[src/rtl/trena_pkg.sv]
// trena_pkg: shared FSM state codes and digit-select codes for the trena control unit
package trena_pkg;
  typedef enum logic [3:0] {
    INICIAL        = 4'd0,
    PREPARA        = 4'd1,
    MEDE           = 4'd2,
    AGUARDA_MEDIDA = 4'd3,
    REGISTRA       = 4'd4,
    TRANSMITE      = 4'd5,
    AGUARDA_ENVIO  = 4'd6,
    PROXIMO        = 4'd7,
    FINAL          = 4'd8,
    ERRO           = 4'd15
  } estado_t;
  localparam logic [1:0] SEL_CENTENA    = 2'd2;
  localparam logic [1:0] SEL_DEZENA     = 2'd1;
  localparam logic [1:0] SEL_UNIDADE    = 2'd0;
  localparam logic [1:0] SEL_TERMINADOR = 2'd3;
  function automatic logic [1:0] proximo_digito(input logic [1:0] sel);
    return sel == SEL_CENTENA ? SEL_DEZENA : sel == SEL_DEZENA ? SEL_UNIDADE : SEL_TERMINADOR;
  endfunction
endpackage

[src/rtl/temporizador_uc.sv]
// temporizador_uc: saturating echo-wait timer; fim_o flags the last allowed cycle
module temporizador_uc #(
  parameter int LIMITE = 100
) (
  input  logic clock,
  input  logic reset,
  input  logic zera_i,
  input  logic conta_i,
  output logic fim_o
);
  localparam int W = $clog2(LIMITE + 1);
  logic [W-1:0] cnt_q;
  assign fim_o = cnt_q == W'(LIMITE - 1);
  // holds at the limit instead of wrapping
  always_ff @(posedge clock) begin
    if (!reset || zera_i) cnt_q <= '0;
    else if (conta_i && !fim_o) cnt_q <= cnt_q + 1'b1;
  end
endmodule

[src/rtl/trena_uc.sv]
// trena_uc: Moore control unit sequencing one ultrasonic measurement and its 4-char serial report
module trena_uc
  import trena_pkg::*;
#(
  parameter int TIMEOUT_CICLOS = 2500000
) (
  input  logic       clock,
  input  logic       reset,
  input  logic       mensurar,
  input  logic       fim_medida,
  input  logic       fim_envio,
  output logic       zera,
  output logic       medir,
  output logic       registra,
  output logic       partida,
  output logic       conta,
  output logic [1:0] sel_digito,
  output logic       pronto,
  output logic       erro,
  output logic [3:0] db_estado
);
  estado_t state_q, state_d;
  logic [1:0] sel_q, sel_d;
  logic zera_q, medir_q, registra_q, partida_q, conta_q, pronto_q, erro_q;
  logic tempo_fim;
  temporizador_uc #(.LIMITE(TIMEOUT_CICLOS)) u_tempo (
    .clock   (clock),
    .reset   (reset),
    .zera_i  (state_q == MEDE),
    .conta_i (state_q == AGUARDA_MEDIDA),
    .fim_o   (tempo_fim)
  );
  always_comb begin
    state_d = state_q;
    case (state_q)
      INICIAL:        state_d = mensurar ? PREPARA : INICIAL;
      PREPARA:        state_d = MEDE;
      MEDE:           state_d = AGUARDA_MEDIDA;
      AGUARDA_MEDIDA: state_d = fim_medida ? REGISTRA : tempo_fim ? ERRO : AGUARDA_MEDIDA;
      REGISTRA:       state_d = TRANSMITE;
      TRANSMITE:      state_d = AGUARDA_ENVIO;
      AGUARDA_ENVIO:  state_d = !fim_envio ? AGUARDA_ENVIO : sel_q == SEL_TERMINADOR ? FINAL : PROXIMO;
      PROXIMO:        state_d = TRANSMITE;
      FINAL:          state_d = INICIAL;
      ERRO:           state_d = mensurar ? PREPARA : ERRO;
      default:        state_d = INICIAL;
    endcase
  end
  assign sel_d = state_q == PREPARA ? SEL_CENTENA : state_q == PROXIMO ? proximo_digito(sel_q) : sel_q;
  // strobes are registered from the next state so they line up with the state they belong to
  always_ff @(posedge clock) begin
    if (!reset) begin
      state_q    <= INICIAL;
      sel_q      <= SEL_CENTENA;
      zera_q     <= 1'b0;
      medir_q    <= 1'b0;
      registra_q <= 1'b0;
      partida_q  <= 1'b0;
      conta_q    <= 1'b0;
      pronto_q   <= 1'b0;
      erro_q     <= 1'b0;
    end else begin
      state_q    <= state_d;
      sel_q      <= sel_d;
      zera_q     <= state_d == PREPARA;
      medir_q    <= state_d == MEDE;
      registra_q <= state_d == REGISTRA;
      partida_q  <= state_d == TRANSMITE;
      conta_q    <= state_d == PROXIMO;
      pronto_q   <= state_d == FINAL;
      erro_q     <= state_d == ERRO;
    end
  end
  assign zera       = zera_q;
  assign medir      = medir_q;
  assign registra   = registra_q;
  assign partida    = partida_q;
  assign conta      = conta_q;
  assign pronto     = pronto_q;
  assign erro       = erro_q;
  assign sel_digito = sel_q;
  assign db_estado  = state_q;
endmodule

[config.mk]
export PLATFORM = sky130hd
export DESIGN_NAME = trena_uc
export DESIGN_NICKNAME = d
export VERILOG_FILES = /design/src/rtl/trena_pkg.sv /design/src/rtl/temporizador_uc.sv /design/src/rtl/trena_uc.sv
export SDC_FILE = /design/constraint.sdc
export NUM_CORES = 1
export LEC_CHECK = 0
export ABC_AREA = 1
export CORE_MARGIN = 5
export CORE_UTILIZATION = 35
export CTS_BUF_LIST = sky130_fd_sc_hd__clkbuf_16
export DETAILED_ROUTE_END_ITERATION = 7
export GPL_TIMING_DRIVEN = 0
export SLEW_MARGIN = 20
export SYNTH_ARGS = -nofsm -noshare
export SYNTH_HDL_FRONTEND = slang
export SYNTH_SLANG_ARGS = --single-unit
[constraint.sdc]
create_clock -name clock -period 1.9 [get_ports clock]
set_clock_uncertainty 0.2 [all_clocks]
set_input_delay 0.38 -clock clock [delete_from_list [all_inputs] [get_ports clock]]
set_output_delay 0.38 -clock clock [all_outputs]
set_load 0.005 [all_outputs]
Yosys cells after proc, flatten, opt, wreduce, memory -nomap -nowiden
Cells that the tools add are included.
{"block": "totals", "in_bits": 5, "ff_bits": 35, "out_inout_bits": 13}
{"block": "classes", "eq_ne": 19, "bitwise": 1, "n_reduce_logical": 7, "n_addsub": 1, "muxes": 9}
{"cell": "4-bit case mux with 8 select lines", "count": 1}
{"cell": "4-bit by 3-bit == test with 1-bit output (second input constant)", "count": 7}
{"cell": "22-bit by 1-bit adder with 22-bit output (second input constant)", "count": 1}
{"cell": "22-bit == test (second input constant)", "count": 1}
{"cell": "4-bit 2-to-1 mux", "count": 5}
{"cell": "4-bit by 2-bit == test with 1-bit output (second input constant)", "count": 3}
{"cell": "4-bit == test (second input constant)", "count": 3}
{"cell": "4-bit by 1-bit == test with 1-bit output (second input constant)", "count": 2}
{"cell": "2-bit == test (second input constant)", "count": 2}
{"cell": "4-bit zero test", "count": 1}
{"cell": "2-bit 2-to-1 mux", "count": 2}
{"cell": "2-bit OR reduction", "count": 2}
{"cell": "2-bit by 1-bit == test with 1-bit output (second input constant)", "count": 1}
{"cell": "1-bit zero test", "count": 2}
{"cell": "1-bit logical AND", "count": 1}
{"cell": "1-bit logical OR", "count": 1}
{"cell": "1-bit 2-to-1 mux", "count": 1}
{"cell": "1-bit NOT", "count": 1}

Depth between registers and ports, before layout
Gate-level depths: netlist (run 1).
{"block": "depth", "ltp_word": 5, "mapped_depth": 11, "depth_no_buf": 10}

Cells and area by module
Synthesis (run 1) repeated with hierarchy kept, for this count alone.
{"block": "hier_totals", "cells_unflattened": 339, "hier_area_um2": 2148.3}
{"module": "temporizador_uc", "instances": 1, "cells_each": 239, "area_per_inst_um2": 1476.4, "seq_area_each_um2": 440.4}
{"module": "trena_uc", "instances": 1, "cells_each": 100, "area_per_inst_um2": 671.9, "seq_area_each_um2": 260.2}

Worst setup path after synthesis (run 1)
OpenSTA, ideal clock, no wires.
{"block": "synth_path", "kind": "reg-to-reg", "start": "register u_tempo.cnt_q[0]", "end": "register u_tempo.cnt_q[4]", "arrival_ns": 1.498, "period_less_slack_ns": 1.764, "path_stages_with_launch": 11, "slack_ns": 0.136, "n_path_buf": 3, "t_required_ns": 1.634, "setup_ns": 0.066, "path_cell_list": "dfxtp_1 ha_1 buf_4 nand3_2 nor2_1 nand3_2 nand2_2 buf_6 buf_12 nand2_1 a21oi_2"}
{"block": "synth_via", "elab_chain_len": 3, "word_cells_on_any_way": 4, "cone_classes": "add/sub (1); eq/ne (1); reduce/logical (2)"}
{"element": "start, declared", "line_no": "temporizador_uc.sv:12", "source": "logic [W-1:0] cnt_q;"}
{"element": "start signal, assigned", "line_no": "temporizador_uc.sv:17", "source": "else if (conta_i && !fim_o) cnt_q <= cnt_q + 1'b1;"}
{"element": "parallel branches: the longest is 3 deep, another holds 22-bit by 1-bit adder with 22-bit output"}
Parallel ways; which one is timed is not known.
A chain may end at the register's enable or synchronous reset.

Worst setup path in the final report (run 1)
{"block": "layout_path", "start": "register u_tempo.cnt_q[0]", "end": "register u_tempo.cnt_q[7]"}
The elaborated chain is that of the path after synthesis.

==> results.toml, run 1 <==
[outcome]
outcome = "completed"

[power]
powerDensity_mw_per_mm2 = 686.8
intPower_uw = 1340
p_seq_share_pct = 42.4
p_comb_share_pct = 13.9
clockPowerShare_pct = 43.7
p_sw_uw = 479.6
vdd_ir_drop_max_uv = 467.0
swShare_pct = 26.35
p_leak_uw = 0.001012

[timing]
fin_crit_sh_pct = 96.24
setup_ws_ns = 0.07137
maxSlewViolCount = 0
worst_pin_slew_ns = 0.2648
timing.final.crit_period_ns = 1.829
slew-limit-headroom_pct = 82.24
fmax_ghz = 0.5469
final_hold_viol_count = 0
setup_viol = 0

[setup_path]
slowest_stage = "dfxtp_4"
start_kind = "flip-flop"
cp_max_fo = 10
crit_chain = "ha_2 > buf_6 > nand3_4 > nor2_4 > nand3_2 > nand2_2 > buf_8 > buf_12 > nand2_1 > a21oi_2"
end_kind = "flip-flop"
arrival_ns = 1.84
cp.required_ns = 1.91
critical_path_class = "reg2reg"
slowest_delay_ns = 0.35

[floorplan]
ios = 18
core_area_mm2 = 0.005921
die_w_um = 88.05
die_h_um = 88.05
dieArea_mm2 = 0.007753
initial_utilization_pct = 36.01
rows = 28

[clock_tree]
clock_latency_ns = 0.28
cts-root-buf = "clkbuf_16"
cts_sinks = 35
htreeDepth = 2
cts_buffers = 5
cts_tree = "yes"
cts_buffer_depth = 2
clk_pin_slew_ns = 0.05

[cells_and_area]
antennaDiodeCount = 0
area_delta_synth_final_pct = 24.30
finalNetCount = 382
drive_above_1_share_pct = 14.67
fin_util_pct = 44.76

[synthesis]
ys_warn_count = 0
yosys.area.top_type = "dfxtp_1"
ys.flop_type = "dfxtp_1"
synth_top_cells_by_count = "nand2_1, nor2_1, inv_1, dfxtp_1, nand3_1"
synth.most_common_cell = "nand2_1"
synthTopCellsByArea = "dfxtp_1, nand2_1, nor2_1"
syn_area_per_cell_um2 = 6.216
synthesis.nets = 351
ys_types = 26
yosysTopAreaCellShare_pct = 32.86
synth_edf_count = 0
async_flop_share_pct = 0
syn_inst = 343
ys_seq_elements = 35
synth-seq-area-share_pct = 32.86
syn_area_mm2 = 0.002132

[grt]
track_usage_pct = 14.32
grt_pass1_wl_um = 8763
grt_antenna_before_repair = 0
grt_start_max_net_pins = 12
grt_pass1_vias = 1966
grt-ovfl-total = 0

[min_path]
min_path_type = "reg2reg"

[detailed_routing]
vias_per_cell = 4.573
drt-initial-drc-count = 97
wl_per_cell_um = 11.17
finalWirelength_um = 5026
drcViolationCount = 0
num_vias = 2058
first_pass_iters = 4
ant_nets = 0

[run]
max-cap-violations = 0

[placed_design]
pre_cts_slack_ns = -0.2324
place_hpwl_um = 3834
io_buffers = 17
gp_congestion = 0.8634
[power groups by stage]
stage                     Sequential [µW]  Combinational [µW]  Clock (µW)
after floorplan                       788                 152           0
after global placement                789                 239           0
after detailed placement              789                 238           0
after CTS                             773                 239         821
after global routing                  774                 291         847
final                                 772                 254         795
[per-layer routing]
layer / share of wire (%) / GRT usage, %
met5: 0 / 0
met4: 1.2 / 5.632
met3: 3.3 / 3.669
met2: 46 / 22.81
met1: 49 / 18.53
[final cells by class]
cell class,instances,area [µm²]
buffer,7,76.32
tap,75,93.84
multi-input combinational,262,1264
clock inverter,3,16.27
inverter,39,146.4
timing repair buffer,24,222.7
sequential,35,705.7
clock buffer,5,125.1
fill,642,3271
[flip-flops by register name, indices dropped and copies added (netlist names)]
name and flops:
db_estado 4, pronto 1, erro 1, conta 1
medir 1, u_tempo.cnt_q 22, sel_digito 2, zera 1
registra 1, partida 1
[cell usage in the layout (no fill, tap or decap), types with 2 or more instances in the layout]
cell / n
nor2_2: 4
nor2_1: 61
xor2_1: 9
ha_1: 2
a21oi_2: 10
dfxtp_1: 33
clkinv_1: 2
nor3_1: 2
nand4_1: 2
inv_2: 2
nand2_2: 9
o21ai_0: 4
inv_1: 36
buf_4: 10
clkbuf_16: 5
nor2_4: 3
nand2_1: 118
xnor2_1: 4
nand3_1: 17
clkdlybuf4s50_1: 17
a21oi_1: 11
[path summary, 6_finish.rpt]
check | from | to | slack, ns | cells past startpoint
worst min-delay path | u_tempo.cnt_q[1] | u_tempo.cnt_q[1] | 0.31 | 2
worst max register to register | u_tempo.cnt_q[0] | u_tempo.cnt_q[7] | 0.07 | 10
worst min register to register | u_tempo.cnt_q[1] | u_tempo.cnt_q[1] | 0.31 | 2
worst max-delay path | u_tempo.cnt_q[0] | u_tempo.cnt_q[7] | 0.07 | 10
[cell families after synthesis]
| logic type | Yosys count | synth area share, % |
|---|---|---|
| AO/OA/AOI/OAI | 26 | 7.981 |
| XOR/XNOR | 13 | 5.340 |
| adder cells (fa/ha/maj) | 3 | 1.761 |
| buffers and inverters | 46 | 9.741 |
| flip-flops | 35 | 32.86 |
| AND/OR/NAND/NOR | 220 | 42.31 |
[repair_timing]
item | in CTS | in global routing
pin swaps | 1 | 5
setup buffers | 1 | 6
gates cloned | 0 | 0
gates resized for setup | 6 | 17
endpoints found under the setup margin | 24 | 25
hold buffers | 0 | 0
[through the flow]
step                TNS, ns  instance area [µm²]  power, µW  hold slack [ns]  instances
floorplan                 0                 2132      940.2           0.2808        343
global placement     -3.647                 2396       1027           0.3010        435
detailed placement   -3.544                 2396       1026           0.3049        435
CTS                       0                 2560       1833           0.3128        444
global route        -0.1131                 2650       1912           0.3303        450
finish                    0                 2650       1820           0.3092        450
[critical path: cells and delay by family (launching register included)]
kind / cells / cell delay [ns]
compound gates: 1 / 0.12
fa+ha+maj: 1 / 0.18
buf+inv: 3 / 0.38
flops: 1 / 0.35
simple gates: 5 / 0.52
(Power assumes the default switching activity.)
==> inputs of run 2 (changes only) <==
--- a/config.mk
+++ b/config.mk
@@ -6,11 +6,12 @@
 export NUM_CORES = 1
 export LEC_CHECK = 0
 export ABC_AREA = 1
-export CORE_MARGIN = 5
+export CORE_MARGIN = 2
 export CORE_UTILIZATION = 35
 export CTS_BUF_LIST = sky130_fd_sc_hd__clkbuf_16
 export DETAILED_ROUTE_END_ITERATION = 7
 export GPL_TIMING_DRIVEN = 0
+export HOLD_SLACK_MARGIN = 0.02
 export SLEW_MARGIN = 20
 export SYNTH_ARGS = -nofsm -noshare
 export SYNTH_HDL_FRONTEND = slang
==> results.toml, run 2 (same netlist as run 1, synthesis figures left out) <==
[clock_tree]
cts_tree = "yes"
cts_sinks = 35
cts_buffer_depth = 2
cts-root-buf = "clkbuf_16"
cts_hold_buf = 0
clk_pin_slew_ns = 0.05
clock_latency_ns = 0.28
htreeDepth = 2
cts_buffers = 5

[floorplan]
dieArea_mm2 = 0.006732
ios = 18
die_h_um = 82.05
initial_utilization_pct = 36.01
die_w_um = 82.05
core_area_mm2 = 0.005921
rows = 28

[cells_and_area]
finalNetCount = 384
area_delta_synth_final_pct = 24.47
fin_util_pct = 44.82
layout_common_cells = "nand2_1, nor2_1, inv_1"
regMostFlops = "u_tempo.cnt_q"
final_common_cell = "nand2_1"
drive_above_1_share_pct = 14.32
largest_register_ffs = 22
antennaDiodeCount = 0
final_cell_area_mm2 = 0.002654

[placed_design]
gp_congestion = 0.9026
io_buffers = 17
placed_area_mm2 = 0.002396
place_hpwl_um = 3794
pre_cts_slack_ns = -0.2297

[grt]
grt_start_max_net_pins = 12
track_usage_pct = 17.18
grt_antenna_before_repair = 0
grt_pass1_vias = 1979
grt_pass1_wl_um = 8838
grt-ovfl-total = 0

[detailed_routing]
num_vias = 2053
vias_per_cell = 4.542
ant_nets = 0
first_pass_iters = 4
wl_per_cell_um = 11.43
drt-initial-drc-count = 100
finalWirelength_um = 5166
drcViolationCount = 0

[timing]
rsz0062_at_grt = "true"
final_hold_viol_count = 0
worst_pin_slew_ns = 0.3623
setup_ws_ns = 0.08607
setup_viol = 0
fmax_ghz = 0.5513
maxSlewViolCount = 0
holdWs_ns = 0.3175
slew-limit-headroom_pct = 75.79
timing.final.crit_period_ns = 1.814
fin_crit_sh_pct = 95.47

[setup_path]
cp.required_ns = 1.91
arrival_ns = 1.83
cp_max_fo = 10
slowest_stage = "dfxtp_4"
worst-path-buf-inv = 3
crit_chain = "ha_1 > buf_6 > nand3_4 > nor2_4 > nand3_2 > nand2_2 > buf_6 > buf_12 > nand2_1 > a21oi_2"
cp_top_family = "simple AND/OR/NAND/NOR gates"
end_kind = "flip-flop"
start_kind = "flip-flop"
slowest_delay_ns = 0.36
crit_path_frequent_cell = "buf_6"
critical_path_class = "reg2reg"

[power]
vdd_ir_drop_max_uv = 415.9
p_leak_uw = 0.001021
powerDensity_mw_per_mm2 = 685.6
finalPower_uw = 1819

[min_path]
min_path_type = "reg2reg"

[outcome]
outcome = "completed"

[run]
max-cap-violations = 0
==> run 2: power breakdown <==
group          internal [µW]  switching (µW)  total (µW)  leakage (µW)
combinational            104             148         251      0.000665
sequential               756            15.3         771      0.000285
clock                    478             319         797     0.0000710
==> run 2: layout make-up <==
class	instances	area, µm²
buffer	7	70.07
clock buffer	5	125.1
clock inverter	3	16.27
fill	639	3267
inverter	39	146.4
multi-input combinational	262	1256
sequential	35	710.7
tap	75	93.84
timing repair buffer	26	235.2
==> run 2: per-stage QoR <==
step	cells	setup TNS, ns
2_1_floorplan	343	0
6_report	452	0
3_3_place_gp	435	-3.624
5_1_grt	452	-0.008879
3_5_place_dp	435	-3.415
4_1_cts	447	0
==> run 2: worst min-delay path: stages (launching register included) <==
cell	delay, ns
dfxtp_1	0.34
nand2_1	0.07
a21oi_1	0.05
==> run 2: repair_timing <==
item                       in CTS  in global routing
setup endpoints to repair      24                 23
pin swaps                       2                  3
cloned                          1                  0
gates resized for setup         7                 11
buffers inserted                3                  5
==> run 2: metal layers <==
| layer | track usage, % | wire [µm] | share of wire [%] |
|---|---|---|---|
| met1 | 21.59 | 2509 | 49 |
| met2 | 28.70 | 2377 | 46 |
| met3 | 3.956 | 209 | 4.0 |
| met4 | 6.000 | 70 | 1.4 |
| met5 | 0 | 0 | 0 |
==> run 2: worst paths after layout <==
kind / to / slack, ns / startpoint / cells past startpoint
setup / recovery: u_tempo.cnt_q[6] / 0.09 / u_tempo.cnt_q[1] / 10
hold / removal: u_tempo.cnt_q[10] / 0.32 / u_tempo.cnt_q[10] / 2
setup reg to reg: u_tempo.cnt_q[6] / 0.09 / u_tempo.cnt_q[1] / 10
hold reg to reg: u_tempo.cnt_q[10] / 0.32 / u_tempo.cnt_q[10] / 2
==> inputs of run 3 (changes only) <==
==> constraint.sdc (replaced) <==
create_clock -name clock -period 2.26 [get_ports clock]
set_clock_uncertainty 0.2 [all_clocks]
set_input_delay 0.452 -clock clock [delete_from_list [all_inputs] [get_ports clock]]
set_output_delay 0.452 -clock clock [all_outputs]
set_load 0.005 [all_outputs]
==> results.toml, run 3 (same netlist as run 1, synthesis figures left out) <==
[setup_path]
arrival_ns = 2.11
critical_path_class = "reg2reg"
rr_worst_depth = 10
crit_cells = 10
end_kind = "flip-flop"
cp_max_fo = 10
slowest_stage = "dfxtp_1"
crit_path_frequent_cell = "nand3_2"
cp_top_family = "simple AND/OR/NAND/NOR gates"
cp.required_ns = 2.27
worst-path-buf-inv = 3
slowest_delay_ns = 0.45
start_kind = "flip-flop"
crit_chain = "ha_1 > buf_4 > nand3_2 > nor2_1 > nand3_2 > nand2_2 > buf_6 > buf_12 > nand2_1 > a21oi_2"

[grt]
met1_usage_pct = 21.12
gr-usage-met2_pct = 27.48
top_usage_layer = "met2"
grt-ovfl-total = 0
grt_antenna_before_repair = 0
gr-usage-met3_pct = 3.956
grt_pass1_vias = 1940
track_usage_pct = 16.67
grt_pass1_wl_um = 8618
grt_start_max_net_pins = 12

[placed_design]
placed_area_mm2 = 0.002396
gp_congestion = 0.9026
dp.cells = 435
place_hpwl_um = 3794
io_buffers = 17

[detailed_routing]
finalWirelength_um = 4924
wl_per_cell_um = 11.12
drcViolationCount = 0
num_vias = 2020
vias_per_cell = 4.560
ant_nets = 0
first_pass_iters = 4
drt-initial-drc-count = 107

[floorplan]
initial_utilization_pct = 36.01
ios = 18
dieArea_mm2 = 0.006732
die_h_um = 82.05
core_area_mm2 = 0.005921
rows = 28
die_w_um = 82.05

[cells_and_area]
area_delta_synth_final_pct = 19.13
fill_cells = 648
final_cell_area_mm2 = 0.002540
layout_common_cells = "nand2_1, nor2_1, inv_1"
fin_util_pct = 42.90
finalNonFillerCells = 443
largest_register_ffs = 22
regMostFlops = "u_tempo.cnt_q"
final_common_cell = "nand2_1"
finalNetCount = 375
antennaDiodeCount = 0
drive_above_1_share_pct = 10.05

[clock_tree]
cts_sinks = 35
cts_hold_buf = 0
htreeDepth = 2
cts_buffers = 5
clk_pin_slew_ns = 0.06
clock_latency_ns = 0.28
cts-root-buf = "clkbuf_16"
cts_buffer_depth = 2
cts_tree = "yes"

[timing]
worst_pin_slew_ns = 0.3493
final_hold_viol_count = 0
setup_viol = 0
slew-limit-headroom_pct = 76.65
maxSlewViolCount = 0
fmax_ghz = 0.4765
fin_crit_sh_pct = 92.86
timing.final.crit_period_ns = 2.099
rsz0062_at_grt = "false"
timing.setup.tns_ns = 0

[power]
powerDensity_mw_per_mm2 = 598.0
vdd_ir_drop_max_uv = 338.8
p_leak_uw = 0.0009766
finalPower_uw = 1519

[min_path]
min_path_type = "reg2reg"
min_delay_path_depth = 2

[outcome]
outcome = "completed"

[run]
max-cap-violations = 0
-- run 3: cell types whose count changed in the layout (fill, tap and decap cells not counted), moves of 2 or more --
cell     previous run  this run
dfxtp_1            31        35
nor2_1             62        65
dfxtp_4             2         0
dfxtp_2             2         0
nor2_4              3         1
buf_4              11         2
-- run 3: power breakdown --
group          switching (µW)  internal (µW)
clock network             269            402
logic                     119           78.5
registers                14.2            636
total                     402           1120
-- run 3: what timing repair did --
action | in CTS | in global routing
endpoints found under the setup margin | 0 | 1
hold endpoints to repair | 0 | 0
setup buffers | 0 | 0
resized for setup | 0 | 1
-- run 3: stage by stage --
stage / hold WS, ns / worst slack [ns]
final: 0.3188 / 0.1614
after global routing: 0.3520 / 0.01806
after CTS: 0.3206 / 0.1170
after detailed placement: 0.3127 / 0.1303
after global placement: 0.3012 / 0.1488
after floorplan: 0.2808 / 0.4957
-- run 3: metal layers --
layer  wire (µm)  part of all wire (%)
met5           0                     0
met4          87                   1.8
met3         181                   3.7
met2        2168                    44
met1        2487                    51
-- run 3: worst paths after layout --
check / start / to / slack (ns)
worst max-delay path: u_tempo.cnt_q[0] / u_tempo.cnt_q[6] / 0.16
worst min-delay path: u_tempo.cnt_q[21] / u_tempo.cnt_q[21] / 0.32
worst max register to register: u_tempo.cnt_q[0] / u_tempo.cnt_q[6] / 0.16
worst min register to register: u_tempo.cnt_q[21] / u_tempo.cnt_q[21] / 0.32
-- run 3: worst min-delay path: cells and delay by family (launching register included) --
kind,cells,cell delay [ns]
AO/OA/AOI/OAI,1,0.04
flip-flops,1,0.35
AND/OR/NAND/NOR,1,0.08
-- run 3: final cells by class --
cell class,count,area (µm²),area share [%]
Sequential cell,35,700.7,27.59
Tap cell,75,93.84,3.695
Multi-Input combinational cell,262,1226,48.28
Clock buffer,5,125.1,4.926
Timing Repair Buffer,17,170.2,6.699
Clock inverter,3,16.27,0.6404
Buffer,7,61.31,2.414
Inverter,39,146.4,5.764
